$ cat config.mk
export PLATFORM = sky130hd
export DESIGN_NAME = reg_wb_arbiter
export DESIGN_NICKNAME = d
export VERILOG_FILES = /design/src/rtl/wb_pkg.sv /design/src/rtl/wb_slot.sv /design/src/rtl/reg_wb_arbiter.sv
export SDC_FILE = /design/constraint.sdc
export NUM_CORES = 1
export LEC_CHECK = 0
export CAP_MARGIN = 10
export CORE_MARGIN = 3
export CORE_UTILIZATION = 40
export CTS_CLUSTER_SIZE = 30
export DETAILED_ROUTE_END_ITERATION = 12
export GPL_ROUTABILITY_DRIVEN = 0
export PLACE_DENSITY = 0.84
export RECOVER_POWER = 25
export SETUP_SLACK_MARGIN = 0.5
export SLEW_MARGIN = 20
export SYNTH_ARGS = -nofsm -noshare
export SYNTH_HDL_FRONTEND = slang
export SYNTH_SLANG_ARGS = --single-unit
$ cat constraint.sdc
create_clock -name CLK -period 1.4 [get_ports CLK]
set_input_delay 0.28 -clock CLK [delete_from_list [all_inputs] [get_ports CLK]]
set_output_delay 0.28 -clock CLK [all_outputs]
set_load 0.03 [all_outputs]
$ cat src/rtl/wb_pkg.sv
// Shared definitions for the register write-back arbiter.
package wb_pkg;
  localparam int REG_ADDR_W = 3;
  localparam int REG_DATA_W = 8;

  typedef enum logic [1:0] {
    IDLE   = 2'd0,
    WR_ALU = 2'd1,
    WR_MEM = 2'd2
  } wb_state_e;
endpackage

$ cat src/rtl/wb_slot.sv
// One-entry holding slot for a pending register write.
module wb_slot
  import wb_pkg::*;
(
  input  logic                  clk_i,
  input  logic                  rst_ni,
  input  logic                  load_i,
  input  logic                  clear_i,
  input  logic [REG_ADDR_W-1:0] addr_i,
  input  logic [REG_DATA_W-1:0] data_i,
  output logic                  valid_o,
  output logic [REG_ADDR_W-1:0] addr_o,
  output logic [REG_DATA_W-1:0] data_o
);
  logic                  valid_q;
  logic [REG_ADDR_W-1:0] addr_q;
  logic [REG_DATA_W-1:0] data_q;

  // load only happens while empty and clear only while full, so they never collide
  always_ff @(posedge clk_i or negedge rst_ni) begin
    if (!rst_ni) begin
      valid_q <= 1'b0;
      addr_q  <= '0;
      data_q  <= '0;
    end else if (load_i) begin
      valid_q <= 1'b1;
      addr_q  <= addr_i;
      data_q  <= data_i;
    end else if (clear_i) begin
      valid_q <= 1'b0;
    end
  end

  assign valid_o = valid_q;
  assign addr_o  = addr_q;
  assign data_o  = data_q;
endmodule

$ cat src/rtl/reg_wb_arbiter.sv
// Arbitrates ALU and load write-backs into a single register-file write port,
// committing in age order and stalling on BUSYWAIT.
module reg_wb_arbiter
  import wb_pkg::*;
(
  input  logic                  CLK,
  input  logic                  RESET_N,
  input  logic                  ALU_VALID,
  input  logic [REG_ADDR_W-1:0] ALU_ADDR,
  input  logic [REG_DATA_W-1:0] ALU_DATA,
  output logic                  ALU_READY,
  input  logic                  MEM_VALID,
  input  logic [REG_ADDR_W-1:0] MEM_ADDR,
  input  logic [REG_DATA_W-1:0] MEM_DATA,
  output logic                  MEM_READY,
  input  logic                  BUSYWAIT,
  output logic                  WRITE,
  output logic [REG_ADDR_W-1:0] INADDRESS,
  output logic [REG_DATA_W-1:0] IN,
  output logic [1:0]            PENDING,
  output wb_state_e             DBG_STATE
);
  // Handshake: a request transfers on a rising CLK where VALID and READY are
  // both high; READY is simply "slot empty", so VALID never feeds READY.

  wb_state_e             state_q, state_d;
  logic                  mem_older_q, mem_older_d;
  logic                  alu_v, mem_v;
  logic [REG_ADDR_W-1:0] alu_a, mem_a;
  logic [REG_DATA_W-1:0] alu_d, mem_d;
  logic                  alu_load, mem_load, alu_clr, mem_clr, commit;
  logic                  alu_stay, mem_stay, alu_nv, mem_nv;

  assign ALU_READY = !alu_v;
  assign MEM_READY = !mem_v;
  assign alu_load  = ALU_VALID && ALU_READY;
  assign mem_load  = MEM_VALID && MEM_READY;
  assign commit    = (state_q != IDLE) && !BUSYWAIT;
  assign alu_clr   = commit && (state_q == WR_ALU);
  assign mem_clr   = commit && (state_q == WR_MEM);

  wb_slot u_alu_slot (
    .clk_i(CLK), .rst_ni(RESET_N), .load_i(alu_load), .clear_i(alu_clr),
    .addr_i(ALU_ADDR), .data_i(ALU_DATA),
    .valid_o(alu_v), .addr_o(alu_a), .data_o(alu_d)
  );

  wb_slot u_mem_slot (
    .clk_i(CLK), .rst_ni(RESET_N), .load_i(mem_load), .clear_i(mem_clr),
    .addr_i(MEM_ADDR), .data_i(MEM_DATA),
    .valid_o(mem_v), .addr_o(mem_a), .data_o(mem_d)
  );

  always_ff @(posedge CLK or negedge RESET_N) begin
    if (!RESET_N) begin
      state_q     <= IDLE;
      mem_older_q <= 1'b0;
    end else begin
      state_q     <= state_d;
      mem_older_q <= mem_older_d;
    end
  end

  // Next state sees the slot contents as they will be after this edge.
  always_comb begin
    state_d     = state_q;
    mem_older_d = mem_older_q;
    alu_stay    = alu_v && !alu_clr;
    mem_stay    = mem_v && !mem_clr;
    alu_nv      = alu_stay || alu_load;
    mem_nv      = mem_stay || mem_load;

    if (alu_load && mem_load)      mem_older_d = 1'b1;
    else if (alu_load && mem_stay) mem_older_d = 1'b1;
    else if (mem_load && alu_stay) mem_older_d = 1'b0;

    if (state_q == IDLE || commit) begin
      if (alu_nv && mem_nv) state_d = mem_older_d ? WR_MEM : WR_ALU;
      else if (alu_nv)      state_d = WR_ALU;
      else if (mem_nv)      state_d = WR_MEM;
      else                  state_d = IDLE;
    end
  end

  always_comb begin
    WRITE     = 1'b0;
    INADDRESS = '0;
    IN        = '0;
    case (state_q)
      WR_ALU: begin
        WRITE     = 1'b1;
        INADDRESS = alu_a;
        IN        = alu_d;
      end
      WR_MEM: begin
        WRITE     = 1'b1;
        INADDRESS = mem_a;
        IN        = mem_d;
      end
      default: ;
    endcase
  end

  assign PENDING   = {1'b0, alu_v} + {1'b0, mem_v};
  assign DBG_STATE = state_q;
endmodule
=== Word level (Yosys, flattened, before mapping) ===
Cells that the tools add are included.

* Flip-flop bits (word level): 27
* Word-level logic and storage cells: 49
* Input port bits: 27

* Reductions and logical operators: 24
* Equal/unequal tests: 2
* $add $sub $neg: 1
* Multiplexer cells: 14

{| class="wikitable"
|+ Operators with widths
! operator !! count
|-
| one-hot mux 8 bit (2 select lines) || 1
|-
| logical AND 1 bit || 11
|-
| two-way mux 1 bit || 8
|-
| two-way mux 2 bit || 4
|-
| one-hot mux 3 bit (2 select lines) || 1
|-
| nonzero test 2 bit || 3
|-
| logical NOT 1 bit || 5
|-
| logical OR 1 bit || 3
|-
| adder 1 x 1 -> 2 bit || 1
|-
| equality test 2 x 1 -> 1 bit (second input constant) || 1
|-
| equality test 2 bit (second input constant) || 1
|-
| logical NOT 2 bit || 1
|-
| OR reduction 2 bit || 1
|}

=== Longest topological paths before layout ===
* Word-level depth: 11
* Depth in mapped cells: 5

=== Hierarchy ===
From an unflattened synthesis, not the netlist that was laid out.

* Cells, all modules: 113
* Area total of the unflattened synthesis: 1435.1 sq um

{| class="wikitable"
|+ By module, submodules not included
! module !! times used !! area an instance (sq um) !! cells an instance
|-
| wb_slot || 2 || 481.7 || 26
|-
| reg_wb_arbiter || 1 || 471.7 || 61
|}

=== Least setup slack after synthesis ===
OpenSTA, ideal clock, no wires.

* Kind: reg-to-output
* Start: reg state_q[0] (netlist: DBG_STATE[0])
* End: out INADDRESS[1]
* Data arrival time: 1835 ps
* Path slack: -715 ps
* Cell stages (with the launch flop): 5
* Path buffers: 1
* Cell sequence: dfrtp_1 inv_1 ha_1 clkbuf_1 nor2b_1

* Longest elaborated chain between the ends: 2
* Elaborated cells on any way between the ends: 3
* Classes of those cells: 2 x eq/ne; 1 x mux

{| class="wikitable"
|+ RTL lines
! what !! line !! text
|-
| from (decl) || reg_wb_arbiter.sv:26 || <nowiki>wb_state_e state_q, state_d;</nowiki>
|-
| from (signal assigned) || reg_wb_arbiter.sv:59 || <nowiki>state_q <= state_d;</nowiki>
|-
| equality test 2 bit / equality test 2 x 1 -> 1 bit (equally long branches) || reg_wb_arbiter.sv:89 || <nowiki>case (state_q)</nowiki>
|-
| one-hot mux 3 bit (2 select lines) (*) || reg_wb_arbiter.sv:89 ||
|-
| to (decl) || reg_wb_arbiter.sv:18 || <nowiki>output logic [REG_ADDR_W-1:0] INADDRESS,</nowiki>
|}

Every way passes the cells marked *; elsewhere a longest branch is shown, timed or not.

=== Worst setup path after layout ===
* Start: reg state_q[0] (netlist: DBG_STATE[0])
* End: out INADDRESS[2]

The elaborated chain is that of the path after synthesis.

==> flow_summary.toml <==
[global_routing]
grt.overflow.total = 0
antenna_found_initial = 0
track_usage_pct = 21.04
grt_pass1_wl_mm = 6.520
grt_max_degree = 28
grt_pass1_vias = 1285

[logic_synthesis]
synth_ff_type = "dfrtp_1"
post-synth-top-count-cell = "dfrtp_1"
ys_seq_elements = 27
yosys_warnings = 0
synth_edf_count = 0
yosysTopAreaCell = "dfrtp_1"
syn_avg_cell_area_um2 = 12.85
yosys-top-cells-count = "27 x dfrtp_1, 14 x mux2_2, 12 x nor2b_1, 11 x a22oi_1, 8 x mux2_4"
synth_cells = 105
seq_area_frac_synth_pct = 50.09
synth_nets = 136
netlist_area_um2 = 1349
ys_async_sr_fraction_pct = 100.0
ys_types = 25
yosys.area.top_type_share_pct = 50.09
synth_area_leaders = "dfrtp_1 50%, mux2_2 12%, mux2_4 8.9%"

[pwr]
power_w = 0.006439
power_density_nw_per_um2 = 2658
p_leak_nw = 1.064
ir_worst_vdd_v = 0.001554

[detailed_routing]
dr.pass1.iters = 4
vias = 1122
ant_nets = 0
drt-initial-drc-count = 34
wl_per_cell_um = 18.10
routed_wl_mm = 3.981
drcViolationCount = 0
vias_per_cell = 5.100

[worst_setup_path]
start_kind = "flip-flop"
rr_startpoint = "DBG_STATE[0]$_DFFE_PN0P_"
path_cells = "inv_2 > ha_2 > buf_6 > a22oi_2 > nor2b_4 > buf_6"
critPathKind = "flip-flop to output pin"
crit_path_frequent_cell = "buf_6"
timing.critical_path.from = "DBG_STATE[0]$_DFFE_PN0P_"
max_stage_delay_ns = 0.44
required_ns = 1.12
end_kind = "output pin"
path_max_fanout = 6
critPathArrivalTime_ns = 1.64
slowest_stage = "dfrtp_2"

[clocking]
clock-root-buffer = "clkbuf_4"
cts_max_level = 1
cts_tree = "yes"
cts.sinks = 27
clockBufferDepth = 2
cts_buffers = 3
clock_latency_ns = 0.34
clk_pin_slew_worst_paths_ns = 0.15

[run]
cap_violations = 0

[place]
dpl.hpwl_mm = 2.474
io_buffer_count = 44
dp.cells = 202
post_dp_cell_area_um2 = 2122

[timing]
max_slew_margin_pct = 54.25
fin_crit_ns = 1.924
final.setup.tns_ns = -6.326
finalMaxSlewViolations = 0
finClkSkew_ns = 0.006386
setup_ws_ns = -0.5245
clock.fmax_mhz = 519.6
worst_pin_slew_ns = 0.6862
finalCritPeriodShare_pct = 137.5
hold_violations = 0
rsz0062_at_grt = "yes"
setup_viol = 19

[floorplan]
coreArea_um2 = 3128
die_w_um = 64.07
initial_core_util_pct = 43.12
ioPinCount = 45
die_y_um = 64.07
num_rows = 20
die_area_um2 = 4105

[cells_and_area]
stdcell_count = 220
n_antenna_cell = 0
finalNetCount = 208
final_util_pct = 77.44
drive_gt1_share_pct = 63.64
fill_cells = 176
area_delta_synth_final_pct = 79.59
final_area_um2 = 2422

[worst_hold_path]
hp-class = "primary input to async pin"

[status]
violations = "setup timing"
outcome = "complete, but fails checks"
==> worst max-delay path: cells and delay by family, from the launching register on <==
kind / cells / cell delay (ns)
simple gates: 1 / 0.07
fa+ha+maj: 1 / 0.22
buf+inv: 3 / 0.36
compound gates: 1 / 0.23
flops: 1 / 0.44
==> final timing paths <==
path	endpoint	cells past startpoint	slack (ns)
max in group asynchronous	u_alu_slot.valid_o$_DFFE_PN0P_	2	0.42
min	u_mem_slot.data_o[6]$_DFFE_PN0N_	2	0.50
max reg2reg	DBG_STATE[1]$_DFFE_PN0P_	6	-0.05
min reg2reg	u_alu_slot.data_o[2]$_DFFE_PN0P_	1	0.55
max	INADDRESS[2]	6	-0.52
min in group CLK	u_alu_slot.data_o[4]$_DFFE_PN0P_	2	0.54
==> cells by family (layout without fill, tap and decap cells) <==
kind of cell / after synthesis / after routing / share of synthesized area [%]
buf+inv: 9 / 80 / 3.617
mux: 22 / 22 / 20.59
simple gates: 23 / 23 / 10.85
compound gates: 20 / 20 / 11.13
fa+ha+maj: 4 / 4 / 3.711
flops: 27 / 27 / 50.09
==> placed cells by master (no fill, tap or decap), drive strengths merged <==
| cell | n |
|---|---|
| ha | 4 |
| nor2b | 14 |
| inv | 4 |
| a2bb2oi | 1 |
| o22a | 1 |
| clkbuf | 4 |
| buf | 45 |
| mux2 | 22 |
| dlygate4sd3 | 1 |
| a31oi | 1 |
| a22oi | 11 |
| dfrtp | 27 |
| nor2 | 2 |
| a21o | 1 |
| a311oi | 1 |
| nand2b | 1 |
| clkdlybuf4s50 | 25 |
| nand2 | 1 |
| a21oi | 2 |
| or3b | 1 |
| a22o | 2 |
| nand3b | 1 |
| nand3 | 2 |
| nor3 | 1 |
| clkinv | 1 |
==> power breakdown <==
part           internal (W)  total [W]  switching, W  leakage, nW
clock              0.000108   0.000357      0.000249       0.0177
sequential          0.00119    0.00152      0.000338        0.313
combinational       0.00259    0.00456       0.00196        0.734
total               0.00389    0.00644       0.00255         1.06
==> sequential cells by signal, summed over array words and instances (netlist names) <==
| name | flops |
|---|---|
| u_mem_slot.addr_o | 3 |
| mem_older_q | 1 |
| DBG_STATE | 2 |
| u_alu_slot.valid_o | 1 |
| u_mem_slot.data_o | 8 |
| u_alu_slot.addr_o | 3 |
| u_alu_slot.data_o | 8 |
| u_mem_slot.valid_o | 1 |
==> through the flow <==
stage               setup slack [ns]  hold WS (ns)
detailed placement           -0.1642        0.5135
CTS                          -0.4817        0.3081
global route                 -0.5932        0.5316
finish                       -0.5245        0.4975
floorplan                    -0.1496      -0.01559
global placement             -0.1338        0.5092
==> layout make-up <==
type | instances | area [µm²] | area share (%)
Clock buffer | 3 | 22.52 | 0.9298
Clock inverter | 1 | 5.005 | 0.2066
Inverter | 4 | 17.52 | 0.7231
Multi-Input combinational cell | 69 | 880.8 | 36.36
Sequential cell | 27 | 680.7 | 28.10
Tap cell | 44 | 55.05 | 2.273
Timing Repair Buffer | 72 | 760.7 | 31.41
==> per-layer routing <==
| layer | up-vias | routed length, µm | GRT usage (%) |
|---|---|---|---|
| met2 | 25 | 2191 | 37.16 |
| li1 | 519 | - | - |
| met5 | - | 0 | 0 |
| met3 | 6 | 193 | 4.042 |
| met1 | 572 | 1541 | 24.94 |
| met4 | 0 | 55 | 8.086 |
==> timing repair <==
item	4_1_cts	5_1_grt
hold buffers	0	0
buffers inserted	11	2
resized for setup	31	9
gates cloned	1	0
hold endpoints to repair	0	0
endpoints found under the setup margin	45	45
pin swaps	6	6
(Power assumes the default switching activity.)
